$ cat src/rtl/mem_bus_arbiter_pkg.sv
// -----------------------------------------------------------------------------
// mem_bus_arbiter_pkg
//
// Shared definitions for the data-side memory bus arbiter:
//   - bus width constants (address, data, byte-lane mask)
//   - region decode: one address bit selects boot-ROM port 2 or data RAM
//   - owner encoding for the two masters
//   - the registered response record carried from grant to response cycle
// -----------------------------------------------------------------------------
package mem_bus_arbiter_pkg;

   localparam int BUS_ADDR_W  = 10;
   localparam int BUS_DATA_W  = 32;
   localparam int BUS_WIDTH_W = 4;

   // Address bit that splits the data map into ROM (low half) and RAM (high half).
   localparam int REGION_BIT  = 9;

   // Lock counter is wide enough for the largest legal LOCK_MAX (15).
   localparam int LOCK_CNT_W  = 4;

   typedef enum logic {
      REGION_ROM = 1'b0,
      REGION_RAM = 1'b1
   } region_e;

   typedef enum logic {
      OWNER_M0 = 1'b0,
      OWNER_M1 = 1'b1
   } owner_e;

   // Everything the response cycle needs to know about the transfer granted
   // in the previous cycle.
   typedef struct packed {
      logic    valid;
      owner_e  owner;
      region_e region;
      logic    write;
      logic    rom_write_err;
   } resp_t;

   // Decode the region select bit of an address.
   function automatic region_e addr_region(input logic region_bit);
      return region_bit ? REGION_RAM : REGION_ROM;
   endfunction

endpackage

$ cat src/rtl/mem_bus_arbiter_arb.sv
// -----------------------------------------------------------------------------
// rr_lock_arbiter2
//
// Two-requester round-robin arbiter with a bounded lock for requester 1.
// Grant is combinational from the requests and the registered state
// (last_owner, lock_cnt), so a request is granted in the cycle it appears.
//
// Ports:
//   clk, rst   - clock, asynchronous active-high reset
//   req0, req1 - requests from master 0 / master 1
//   lock1      - master 1 asks to keep ownership back-to-back
//   gnt[1:0]   - one-hot grant (bit n = master n), all zero when idle
// -----------------------------------------------------------------------------
module rr_lock_arbiter2
   import mem_bus_arbiter_pkg::*;
#(
   parameter int LOCK_MAX = 4
) (
   input  logic       clk,
   input  logic       rst,
   input  logic       req0,
   input  logic       req1,
   input  logic       lock1,
   output logic [1:0] gnt
);

   localparam logic [LOCK_CNT_W-1:0] LOCK_LIMIT = LOCK_CNT_W'(LOCK_MAX);

   owner_e                last_owner_q, last_owner_d;
   logic [LOCK_CNT_W-1:0] lock_cnt_q,   lock_cnt_d;
   logic                  lock_active;

   // A lock can only extend an ownership m1 already holds, and only until
   // LOCK_MAX grants have been taken from a waiting m0.
   assign lock_active = (last_owner_q == OWNER_M1) && req1 && lock1 &&
                        (lock_cnt_q < LOCK_LIMIT);

   always_comb begin
      gnt = 2'b00;
      if (lock_active) begin
         gnt = 2'b10;
      end else if (req0 && req1) begin
         // Tie: the master that did not own the bus last time wins.
         gnt = (last_owner_q == OWNER_M1) ? 2'b01 : 2'b10;
      end else if (req0) begin
         gnt = 2'b01;
      end else if (req1) begin
         gnt = 2'b10;
      end
   end

   always_comb begin
      last_owner_d = last_owner_q;
      if (gnt[0]) begin
         last_owner_d = OWNER_M0;
      end else if (gnt[1]) begin
         last_owner_d = OWNER_M1;
      end
   end

   // The counter measures how long m0 has been starved by a lock; it is only
   // meaningful while m0 waits and m1 keeps its lock asserted.
   always_comb begin
      lock_cnt_d = lock_cnt_q;
      if (gnt[0] || !lock1 || !req0) begin
         lock_cnt_d = '0;
      end else if (gnt[1]) begin
         lock_cnt_d = lock_cnt_q + LOCK_CNT_W'(1);
      end
   end

   always_ff @(posedge clk or posedge rst) begin
      if (rst) begin
         last_owner_q <= OWNER_M1;
         lock_cnt_q   <= '0;
      end else begin
         last_owner_q <= last_owner_d;
         lock_cnt_q   <= lock_cnt_d;
      end
   end

endmodule

$ cat src/rtl/mem_bus_arbiter.sv
// -----------------------------------------------------------------------------
// mem_bus_arbiter
//
// Shares the boot-ROM second read port and the data RAM between two masters
// (m0 = CPU data port, m1 = loader / debug port). Address bit 9 selects the
// region (0 = ROM, 1 = RAM). One transfer per cycle; each granted transfer
// gets a single-cycle rvalid pulse one cycle after its grant.
//
// Ports:
//   clk, rst                 - clock, asynchronous active-high reset
//   mN_req/write/addr/wdata/width
//                            - master N request and its fields (held until gnt)
//   mN_gnt                   - combinational grant, transfer accepted this cycle
//   mN_rvalid/rdata/err      - response: pulse, read data, ROM-write error
//   m1_lock                  - m1 asks for back-to-back ownership
//   s_addr/wdata/width/write - shared slave drive to ROM port 2 and RAM
//   rom_rdata, ram_rdata     - memory read data, one cycle after s_addr
// -----------------------------------------------------------------------------
module mem_bus_arbiter
   import mem_bus_arbiter_pkg::*;
#(
   parameter int ADDR_W   = BUS_ADDR_W,
   parameter int DATA_W   = BUS_DATA_W,
   parameter int LOCK_MAX = 4
) (
   input  logic                   clk,
   input  logic                   rst,

   input  logic                   m0_req,
   input  logic                   m0_write,
   input  logic [ADDR_W-1:0]      m0_addr,
   input  logic [DATA_W-1:0]      m0_wdata,
   input  logic [BUS_WIDTH_W-1:0] m0_width,
   output logic                   m0_gnt,
   output logic                   m0_rvalid,
   output logic [DATA_W-1:0]      m0_rdata,
   output logic                   m0_err,

   input  logic                   m1_req,
   input  logic                   m1_write,
   input  logic [ADDR_W-1:0]      m1_addr,
   input  logic [DATA_W-1:0]      m1_wdata,
   input  logic [BUS_WIDTH_W-1:0] m1_width,
   input  logic                   m1_lock,
   output logic                   m1_gnt,
   output logic                   m1_rvalid,
   output logic [DATA_W-1:0]      m1_rdata,
   output logic                   m1_err,

   output logic [ADDR_W-1:0]      s_addr,
   output logic [DATA_W-1:0]      s_wdata,
   output logic [BUS_WIDTH_W-1:0] s_width,
   output logic                   s_write,
   input  logic [DATA_W-1:0]      rom_rdata,
   input  logic [DATA_W-1:0]      ram_rdata
);

   logic [1:0]             gnt;
   logic                   any_gnt;

   logic                   sel_write;
   logic [ADDR_W-1:0]      sel_addr;
   logic [DATA_W-1:0]      sel_wdata;
   logic [BUS_WIDTH_W-1:0] sel_width;
   region_e                sel_region;

   logic [ADDR_W-1:0]      s_addr_q,  s_addr_d;
   logic [DATA_W-1:0]      s_wdata_q, s_wdata_d;
   logic [BUS_WIDTH_W-1:0] s_width_q, s_width_d;

   resp_t                  resp_q, resp_d;
   logic [DATA_W-1:0]      resp_rdata;
   logic [1:0]             rvalid_vec;
   logic [1:0]             err_vec;
   logic [DATA_W-1:0]      rdata_vec [2];

   // ---------------------------------------------------------------- arbiter
   rr_lock_arbiter2 #(
      .LOCK_MAX (LOCK_MAX)
   ) u_arb (
      .clk   (clk),
      .rst   (rst),
      .req0  (m0_req),
      .req1  (m1_req),
      .lock1 (m1_lock),
      .gnt   (gnt)
   );

   assign any_gnt = |gnt;
   assign m0_gnt  = gnt[0];
   assign m1_gnt  = gnt[1];

   // ------------------------------------------------------------ request mux
   always_comb begin
      sel_write = m0_write;
      sel_addr  = m0_addr;
      sel_wdata = m0_wdata;
      sel_width = m0_width;
      if (gnt[1]) begin
         sel_write = m1_write;
         sel_addr  = m1_addr;
         sel_wdata = m1_wdata;
         sel_width = m1_width;
      end
   end

   assign sel_region = addr_region(sel_addr[REGION_BIT]);

   // Slave fields follow the granted master in the grant cycle and otherwise
   // hold the last granted value, so the memory address lines stay quiet.
   always_comb begin
      s_addr_d  = s_addr_q;
      s_wdata_d = s_wdata_q;
      s_width_d = s_width_q;
      if (any_gnt) begin
         s_addr_d  = sel_addr;
         s_wdata_d = sel_wdata;
         s_width_d = sel_width;
      end
   end

   assign s_addr  = s_addr_d;
   assign s_wdata = s_wdata_d;
   assign s_width = s_width_d;

   // ROM has no write path; writes into ROM space are dropped here and
   // reported back as an error instead.
   assign s_write = any_gnt && sel_write && (sel_region == REGION_RAM);

   // ------------------------------------------------------ response pipeline
   always_comb begin
      resp_d               = '0;
      resp_d.valid         = any_gnt;
      resp_d.owner         = gnt[1] ? OWNER_M1 : OWNER_M0;
      resp_d.region        = sel_region;
      resp_d.write         = sel_write;
      resp_d.rom_write_err = any_gnt && sel_write && (sel_region == REGION_ROM);
   end

   // Both memories have one cycle of read latency, so their outputs line up
   // with the registered response record.
   always_comb begin
      resp_rdata = '0;
      if (!resp_q.write) begin
         resp_rdata = (resp_q.region == REGION_RAM) ? ram_rdata : rom_rdata;
      end
   end

   // Route the response to its owner; the other master sees all zeros.
   for (genvar gi = 0; gi < 2; gi++) begin : g_resp
      assign rvalid_vec[gi] = resp_q.valid &&
                              (resp_q.owner == ((gi == 1) ? OWNER_M1 : OWNER_M0));
      assign err_vec[gi]    = rvalid_vec[gi] && resp_q.rom_write_err;
      assign rdata_vec[gi]  = rvalid_vec[gi] ? resp_rdata : '0;
   end

   assign m0_rvalid = rvalid_vec[0];
   assign m0_err    = err_vec[0];
   assign m0_rdata  = rdata_vec[0];
   assign m1_rvalid = rvalid_vec[1];
   assign m1_err    = err_vec[1];
   assign m1_rdata  = rdata_vec[1];

   // -------------------------------------------------------------- registers
   always_ff @(posedge clk or posedge rst) begin
      if (rst) begin
         s_addr_q  <= '0;
         s_wdata_q <= '0;
         s_width_q <= '0;
         resp_q    <= '0;
      end else begin
         s_addr_q  <= s_addr_d;
         s_wdata_q <= s_wdata_d;
         s_width_q <= s_width_d;
         resp_q    <= resp_d;
      end
   end

endmodule

$ cat config.mk
export PLATFORM = sky130hd
export DESIGN_NAME = mem_bus_arbiter
export DESIGN_NICKNAME = d
export VERILOG_FILES = /design/src/rtl/mem_bus_arbiter_pkg.sv /design/src/rtl/mem_bus_arbiter_arb.sv /design/src/rtl/mem_bus_arbiter.sv
export SDC_FILE = /design/constraint.sdc
export NUM_CORES = 1
export LEC_CHECK = 0
export ABC_AREA = 1
export CAP_MARGIN = 5
export CORE_AREA = 2 2 109 111
export CTS_CLUSTER_SIZE = 12
export DETAILED_ROUTE_END_ITERATION = 16
export DIE_AREA = 0 0 111 113
export PLACE_DENSITY_LB_ADDON = 0.08
export SLEW_MARGIN = 10
export SYNTH_ARGS = -nofsm -noshare
export SYNTH_HDL_FRONTEND = slang
export SYNTH_HIERARCHICAL = 1
export SYNTH_SLANG_ARGS = --single-unit
export TNS_END_PERCENT = 20
$ cat constraint.sdc
create_clock -name clk -period 2.22 [get_ports clk]
set_input_delay 0.222 -clock clk [delete_from_list [all_inputs] [get_ports clk]]
set_output_delay 0.222 -clock clk [all_outputs]
set_load 0.05 [all_outputs]
==> flow_metrics.env, run 1 <==
export IMPL_status="finished, violations left"
export IMPL_violations="negative setup slack"
export IMPL_cts_root_buf="clkbuf_16"
export IMPL_timing_rr_start="u_arb/last_owner_q$_DFFE_PP1P_"
export IMPL_synth_seq_cells=56
export IMPL_synthTopCellsByArea="dfrtp_1 40%, nand2_1 23%, nand3_1 11%, inv_1 8.8%, nor2_1 8.0%"
export IMPL_r2r_end="s_wdata_q[9]$_DFF_PP0_"
export IMPL_vias=4596
export IMPL_ff2ff_path_depth=11
export IMPL_cts_tree="built"
export IMPL_crit_type="reg2out"
export IMPL_fin_crit_ns=2.289
export IMPL_startpoint="u_arb/last_owner_q$_DFFE_PP1P_"
export IMPL_cap_violations=0
export IMPL_totalWireLength_um=16530
export IMPL_synth_top_cell_by_area="dfrtp_1"
export IMPL_clk_pin_slew_worst_paths_ns=0.06
export IMPL_antenna_found_initial=0
export IMPL_core_area_um2=11270
export IMPL_required_ns=2.00
export IMPL_wl_met1_um=5779
export IMPL_drive_above_1_share_pct=33.73
export IMPL_internal_power_mw=3.364
export IMPL_hold_class="in2async"
export IMPL_die_y_um=113
export IMPL_sw_frac_of_total_pct=42.04
export IMPL_hpwlAfterDp_um=11460
export IMPL_r2r_setup_slack_ns=0.43
export IMPL_endpoint_kind="output port"
export IMPL_numCtsBuffers=5
export IMPL_fillers=760
export IMPL_vias_per_cell=4.652
export IMPL_fin_worst_skew_ns=0.01222
export IMPL_ys_seq_area_share_pct=40.65
export IMPL_max_slew_margin_pct=59.65
export IMPL_gp_congestion=0.8827
export IMPL_syn_to_final_growth_pct=155.3
export IMPL_fin_cells=988
export IMPL_finalSetupViolations=38
export IMPL_clockBufferDepth=2
export IMPL_grt_pass1_wl_um=23460
export IMPL_grt_pass1_vias=4605
export IMPL_placementRows=39
export IMPL_worstSkewPairLatency_ns=0.30
export IMPL_start_util_pct=30.61
export IMPL_avgSynthCellArea_um2=6.332
export IMPL_wl_per_cell_um=16.73
export IMPL_crit_end="s_wdata[6]"
export IMPL_p_seq_share_pct=21.7
export IMPL_tns_ns=-1.274
export IMPL_syn_area_um2=3451
export IMPL_antenna_left=0
export IMPL_worstSetupStartpointType="flop"
export IMPL_drtIter0Drc=196
export IMPL_ys_warn_count=6
export IMPL_setup_ws_ns=-0.06922
export IMPL_dr_wl_met3_um=1268
export IMPL_die_w_um=111
export IMPL_boundaryPins=280
export IMPL_post_route_drc_count=0
export IMPL_drt_pre_antenna_iters=4
export IMPL_finalCritPeriodShare_pct=103.1
export IMPL_overflow=0
export IMPL_hold_viol=0
export IMPL_portBuffers=279
export IMPL_dieArea_um2=12540
export IMPL_clockPowerShare_pct=14.0
export IMPL_syn_inst=545
export IMPL_cp_max_fo=6
export IMPL_top_layer="met4"
export IMPL_place_inst=954
export IMPL_ys_types=20
export IMPL_rsz0062_at_grt="true"
export IMPL_diodes=0
export IMPL_track_usage_pct=23.23
export IMPL_h_tree_depth=2
export IMPL_fmax_ghz=0.4368
export IMPL_worst_slew_pin_transition_ns=0.6039
export IMPL_p_comb_share_pct=64.2
export IMPL_maxSlewViolCount=0
export IMPL_vdd_drop_max_mv=0.5642
export IMPL_syn_num_nets=709
export IMPL_cts_sinks=56
export IMPL_synth_top_area_share_pct=39.88
export IMPL_cts_hold_buf=0
export IMPL_cellPowerDensity_nw_per_um2=658.7
export IMPL_final_nets=1009
export IMPL_power_leakage_nw=4.277
export IMPL_grt_max_degree=34
export IMPL_dr_wl_met2_um=8981
export IMPL_p_switching_mw=2.440
export IMPL_critPathArrivalTime_ns=2.07
[layout by cell type (no fill, tap or decap), types with 2 or more instances in the layout]
| master | n |
|---|---|
| buf_8 | 2 |
| inv_1 | 75 |
| inv_2 | 5 |
| nor2_1 | 71 |
| nor2_4 | 3 |
| nand3_4 | 23 |
| buf_12 | 126 |
| nor2_2 | 3 |
| buf_4 | 23 |
| nand3_1 | 33 |
| nand2_4 | 12 |
| dfrtp_1 | 55 |
| clkdlybuf4s50_1 | 162 |
| nand2_2 | 44 |
| nand3_2 | 22 |
| nand2_1 | 159 |
| clkbuf_16 | 13 |
[critical path, stage by stage, from the launching register on]
cell,delay [ns]
dfstp_2,0.54
inv_2,0.06
o21ai_4,0.19
nand2_8,0.10
nor2_4,0.26
buf_12,0.17
clkbuf_16,0.15
nand2_2,0.06
nand3_2,0.10
buf_12,0.14
[cell type report]
cell class,count,area (um2),area share (%)
Sequential cell,56,1403,15.92
Timing Repair Buffer,323,4571,51.87
Tap cell,143,178.9,2.031
Clock buffer,6,138.9,1.576
Multi-Input combinational cell,377,2197,24.94
Inverter,82,314.1,3.564
Clock inverter,1,8.758,0.09940
[worst min-delay path by stage]
| stage | startpoint | end | slack [ns] | cells after the start |
|---|---|---|---|---|
| after floorplan | rst | u_arb/lock_cnt_q[0]$_DFFE_PP0P_ | -0.0002 | 1 |
| after global placement | u_arb/lock_cnt_q[0]$_DFFE_PP0P_ | u_arb/lock_cnt_q[0]$_DFFE_PP0P_ | 0.44 | 1 |
| after detailed placement | u_arb/lock_cnt_q[0]$_DFFE_PP0P_ | u_arb/lock_cnt_q[0]$_DFFE_PP0P_ | 0.47 | 1 |
| after CTS | rst | u_arb/lock_cnt_q[0]$_DFFE_PP0P_ | 0.20 | 2 |
| after global routing | rst | u_arb/lock_cnt_q[0]$_DFFE_PP0P_ | 0.22 | 2 |
| final | rst | u_arb/lock_cnt_q[3]$_DFFE_PP0P_ | 0.20 | 2 |
[repair_timing]
| item | 4_1_cts | 5_1_grt |
|---|---|---|
| endpoints found under the setup margin | 73 | 80 |
| gates cloned | 0 | 10 |
| buffers inserted | 0 | 17 |
| gates resized for setup | 29 | 103 |
| pin swaps | 1 | 45 |
| hold endpoints to repair | 0 | 0 |
[stage by stage]
step           setup slack, ns  utilization (%)  instance area, um2  power (mW)  hold slack [ns]
6_report              -0.06922            78.17                8811       5.804           0.1974
5_1_grt                -0.1515            78.17                8811       6.037           0.2209
4_1_cts               -0.04244            70.88                7990       5.445           0.2045
3_5_place_dp          -0.03784            68.45                7716       4.570           0.4652
3_3_place_gp           0.02395            68.45                7716       4.529           0.4401
2_1_floorplan         -0.04773                -                3573       2.851       -0.0002054
[Yosys cell counts]
library cell,number
nand3_1,78
inv_1,81
nor2_2,2
nand2_1,214
xor2_1,1
o21ai_0,1
o211ai_1,1
nor2_1,74
buf_6,5
dfrtp_1,55
buf_4,4
dfstp_2,1
a21oi_1,1
nand2_2,2
xnor2_1,1
nor2_4,1
buf_2,16
inv_2,1
clkbuf_1,5
ha_1,1
[layer usage]
layer,vias up,GRT usage (%)
li1,2214,-
met2,206,43.72
met1,2143,24.75
met3,33,7.017
met5,-,0
met4,0,7.917
[sequential cells by signal, indices dropped and copies added, names as in the netlist]
register            cells
resp_q                  5
s_addr_q               10
u_arb/lock_cnt_q        4
u_arb/last_owner_q      1
s_width_q               4
s_wdata_q              32
[logic make-up (layout without fill, tap and decap cells)]
kind of cell               count (synthesis)  in the layout  share of synthesized area, %
adders and majority gates                  1              1                        0.3625
buffers and inverters                    112            412                         14.29
and+or+nand+nor                          371            371                         43.69
xor gates and xnor gates                   2              2                        0.5077
AOI/OAI and AO/OA                          3              3                        0.5074
DFF                                       56             56                         40.65
[power by group through the flow]
stage          Combinational (mW)  Sequential [mW]  Clock [mW]
6_report                     3.73             1.26       0.815
5_1_grt                      3.88             1.28       0.880
4_1_cts                      3.38             1.23       0.836
3_5_place_dp                 3.32             1.25           0
3_3_place_gp                 3.28             1.24           0
2_1_floorplan                1.61             1.24           0
No activity file was read; power rests on OpenSTA's default activity.
==> inputs of run 2 (changes only) <==
--- a/config.mk
+++ b/config.mk
@@ -12,6 +12,7 @@
 export DETAILED_ROUTE_END_ITERATION = 16
 export DIE_AREA = 0 0 111 113
 export PLACE_DENSITY_LB_ADDON = 0.08
+export SKIP_LAST_GASP = 1
 export SLEW_MARGIN = 10
 export SYNTH_ARGS = -nofsm -noshare
 export SYNTH_HDL_FRONTEND = slang
==> run 2 against run 1 <==
The run still ends with negative setup slack left. Largest power group unchanged. Count of clock-buffer cells in the layout unchanged. Flip-flop and latch count unchanged. Sequential power about the same. Clock power about the same.
==> flow_metrics.env, run 2 (synthesized netlist as in run 1, its figures left out) <==
export IMPL_antenna_left=0
export IMPL_cts_hold_buf=0
export IMPL_cp_max_fo=6
export IMPL_totalWireLength_um=15980
export IMPL_violations="negative setup slack"
export IMPL_clk_pin_slew_worst_paths_ns=0.06
export IMPL_rsz0062_at_grt="true"
export IMPL_cellPowerDensity_nw_per_um2=666.1
export IMPL_vias=4541
export IMPL_h_tree_depth=2
export IMPL_diodes=0
export IMPL_gp_congestion=0.8827
export IMPL_drt_pre_antenna_iters=4
export IMPL_worstSkewPairLatency_ns=0.30
export IMPL_start_util_pct=30.61
export IMPL_fillers=799
export IMPL_crit_type="reg2out"
export IMPL_status="finished, violations left"
export IMPL_top_register="s_wdata_q"
export IMPL_setup_ws_ns=-0.07543
export IMPL_cp_slowest_cell="dfstp_2"
export IMPL_post_route_drc_count=0
export IMPL_die_y_um=113
export IMPL_fin_crit_ns=2.295
export IMPL_placementRows=39
export IMPL_hpwlAfterDp_um=11460
export IMPL_grt_pass1_vias=4516
export IMPL_power_leakage_nw=4.184
export IMPL_fmax_ghz=0.4356
export IMPL_vdd_drop_max_mv=0.5692
export IMPL_slowest_delay_ns=0.55
export IMPL_cap_violations=0
export IMPL_drive_above_1_share_pct=29.17
export IMPL_core_area_um2=11270
export IMPL_worstSetupStartpointType="flop"
export IMPL_top_regs="s_wdata_q (32), s_addr_q (10), resp_q (5)"
export IMPL_finalSetupViolations=22
export IMPL_finalCritPeriodShare_pct=103.4
export IMPL_maxSlewViolCount=0
export IMPL_fin_worst_skew_ns=0.01238
export IMPL_clockBufferDepth=2
export IMPL_tns_ns=-0.6925
export IMPL_layout_commonest_cell="nand2_1"
export IMPL_wl_per_cell_um=16.25
export IMPL_grt_max_degree=34
export IMPL_power_total_mw=5.653
export IMPL_path_cells="inv_2, o21ai_2, nand2_4, nor2_4, buf_6, clkbuf_16, nand2_1, nand3_2, buf_12"
export IMPL_cts_sinks=56
export IMPL_fin_hold_ws_ns=0.2082
export IMPL_dieArea_um2=12540
export IMPL_largest_reg_flops=32
export IMPL_die_w_um=111
export IMPL_layout_cells_most_common_list="186 x nand2_1, 163 x clkdlybuf4s50_1, 123 x buf_12"
export IMPL_track_usage_pct=22.56
export IMPL_boundaryPins=280
export IMPL_cts_tree="built"
export IMPL_numCtsBuffers=5
export IMPL_endpoint_kind="output port"
export IMPL_worst_slew_pin_transition_ns=0.5895
export IMPL_path_delay_family="flip-flops"
export IMPL_syn_to_final_growth_pct=145.9
export IMPL_cts_root_buf="clkbuf_16"
export IMPL_antenna_found_initial=0
export IMPL_required_ns=2.00
export IMPL_worst_path_buf_inv=4
export IMPL_drtIter0Drc=226
export IMPL_hold_class="in2async"
export IMPL_grt_pass1_wl_um=22790
export IMPL_portBuffers=279
export IMPL_hold_viol=0
export IMPL_vias_per_cell=4.620
export IMPL_place_ws_ns=-0.03784
export IMPL_max_slew_margin_pct=60.61
export IMPL_critPathArrivalTime_ns=2.07
export IMPL_final_nets=1004
export IMPL_overflow=0
run 2: area by class of cell:
type                            count  area (um2)  area share (%)
Clock buffer                        6       138.9           1.637
Clock inverter                      1       8.758          0.1032
Inverter                           82       314.1           3.701
Tap cell                          143       178.9           2.109
Sequential cell                    56        1403           16.53
Multi-Input combinational cell    377        1998           23.55
Timing Repair Buffer              318        4444           52.37
run 2: where the power goes:
part | leakage, nW | internal, mW | switching [mW]
clock network | 0.0729 | 0.446 | 0.371
registers | 0.686 | 1.18 | 0.0707
logic | 3.43 | 1.65 | 1.93
run 2: path summary, 6_finish.rpt:
check	startpoint	to	slack, ns	cells after the start
worst max register to register	u_arb/last_owner_q$_DFFE_PP1P_	s_wdata_q[9]$_DFF_PP0_	0.40	12
worst min-delay path	rst	u_arb/lock_cnt_q[3]$_DFFE_PP0P_	0.21	2
worst max-delay path	u_arb/last_owner_q$_DFFE_PP1P_	s_wdata[10]	-0.08	9
worst min register to register	u_arb/lock_cnt_q[0]$_DFFE_PP0P_	u_arb/lock_cnt_q[0]$_DFFE_PP0P_	0.49	1
max in group asynchronous	rst	s_wdata_q[0]$_DFF_PP0_	1.33	3
min in group clk	m0_write	resp_q[1]$_DFF_PP0_	0.48	3
run 2: stage by stage:
stage	util, %	area (um2)	instances
finish	75.28	8486	983
detailed placement	68.45	7716	954
CTS	69.86	7875	961
global route	75.28	8486	983
floorplan	-	3573	545
global placement	68.45	7716	954
run 2: per-layer routing:
metal | global-route usage, % | part of all wire [%]
met5 | 0 | 0
met4 | 7.333 | 3.4
met1 | 23.84 | 35
met3 | 6.909 | 7.8
met2 | 42.78 | 54
run 2: timing repair:
action | in CTS | in global routing
gates cloned | 0 | 6
gates resized for setup | 5 | 81
setup buffers | 0 | 16
endpoints found under the setup margin | 73 | 80
pin swaps | 1 | 16
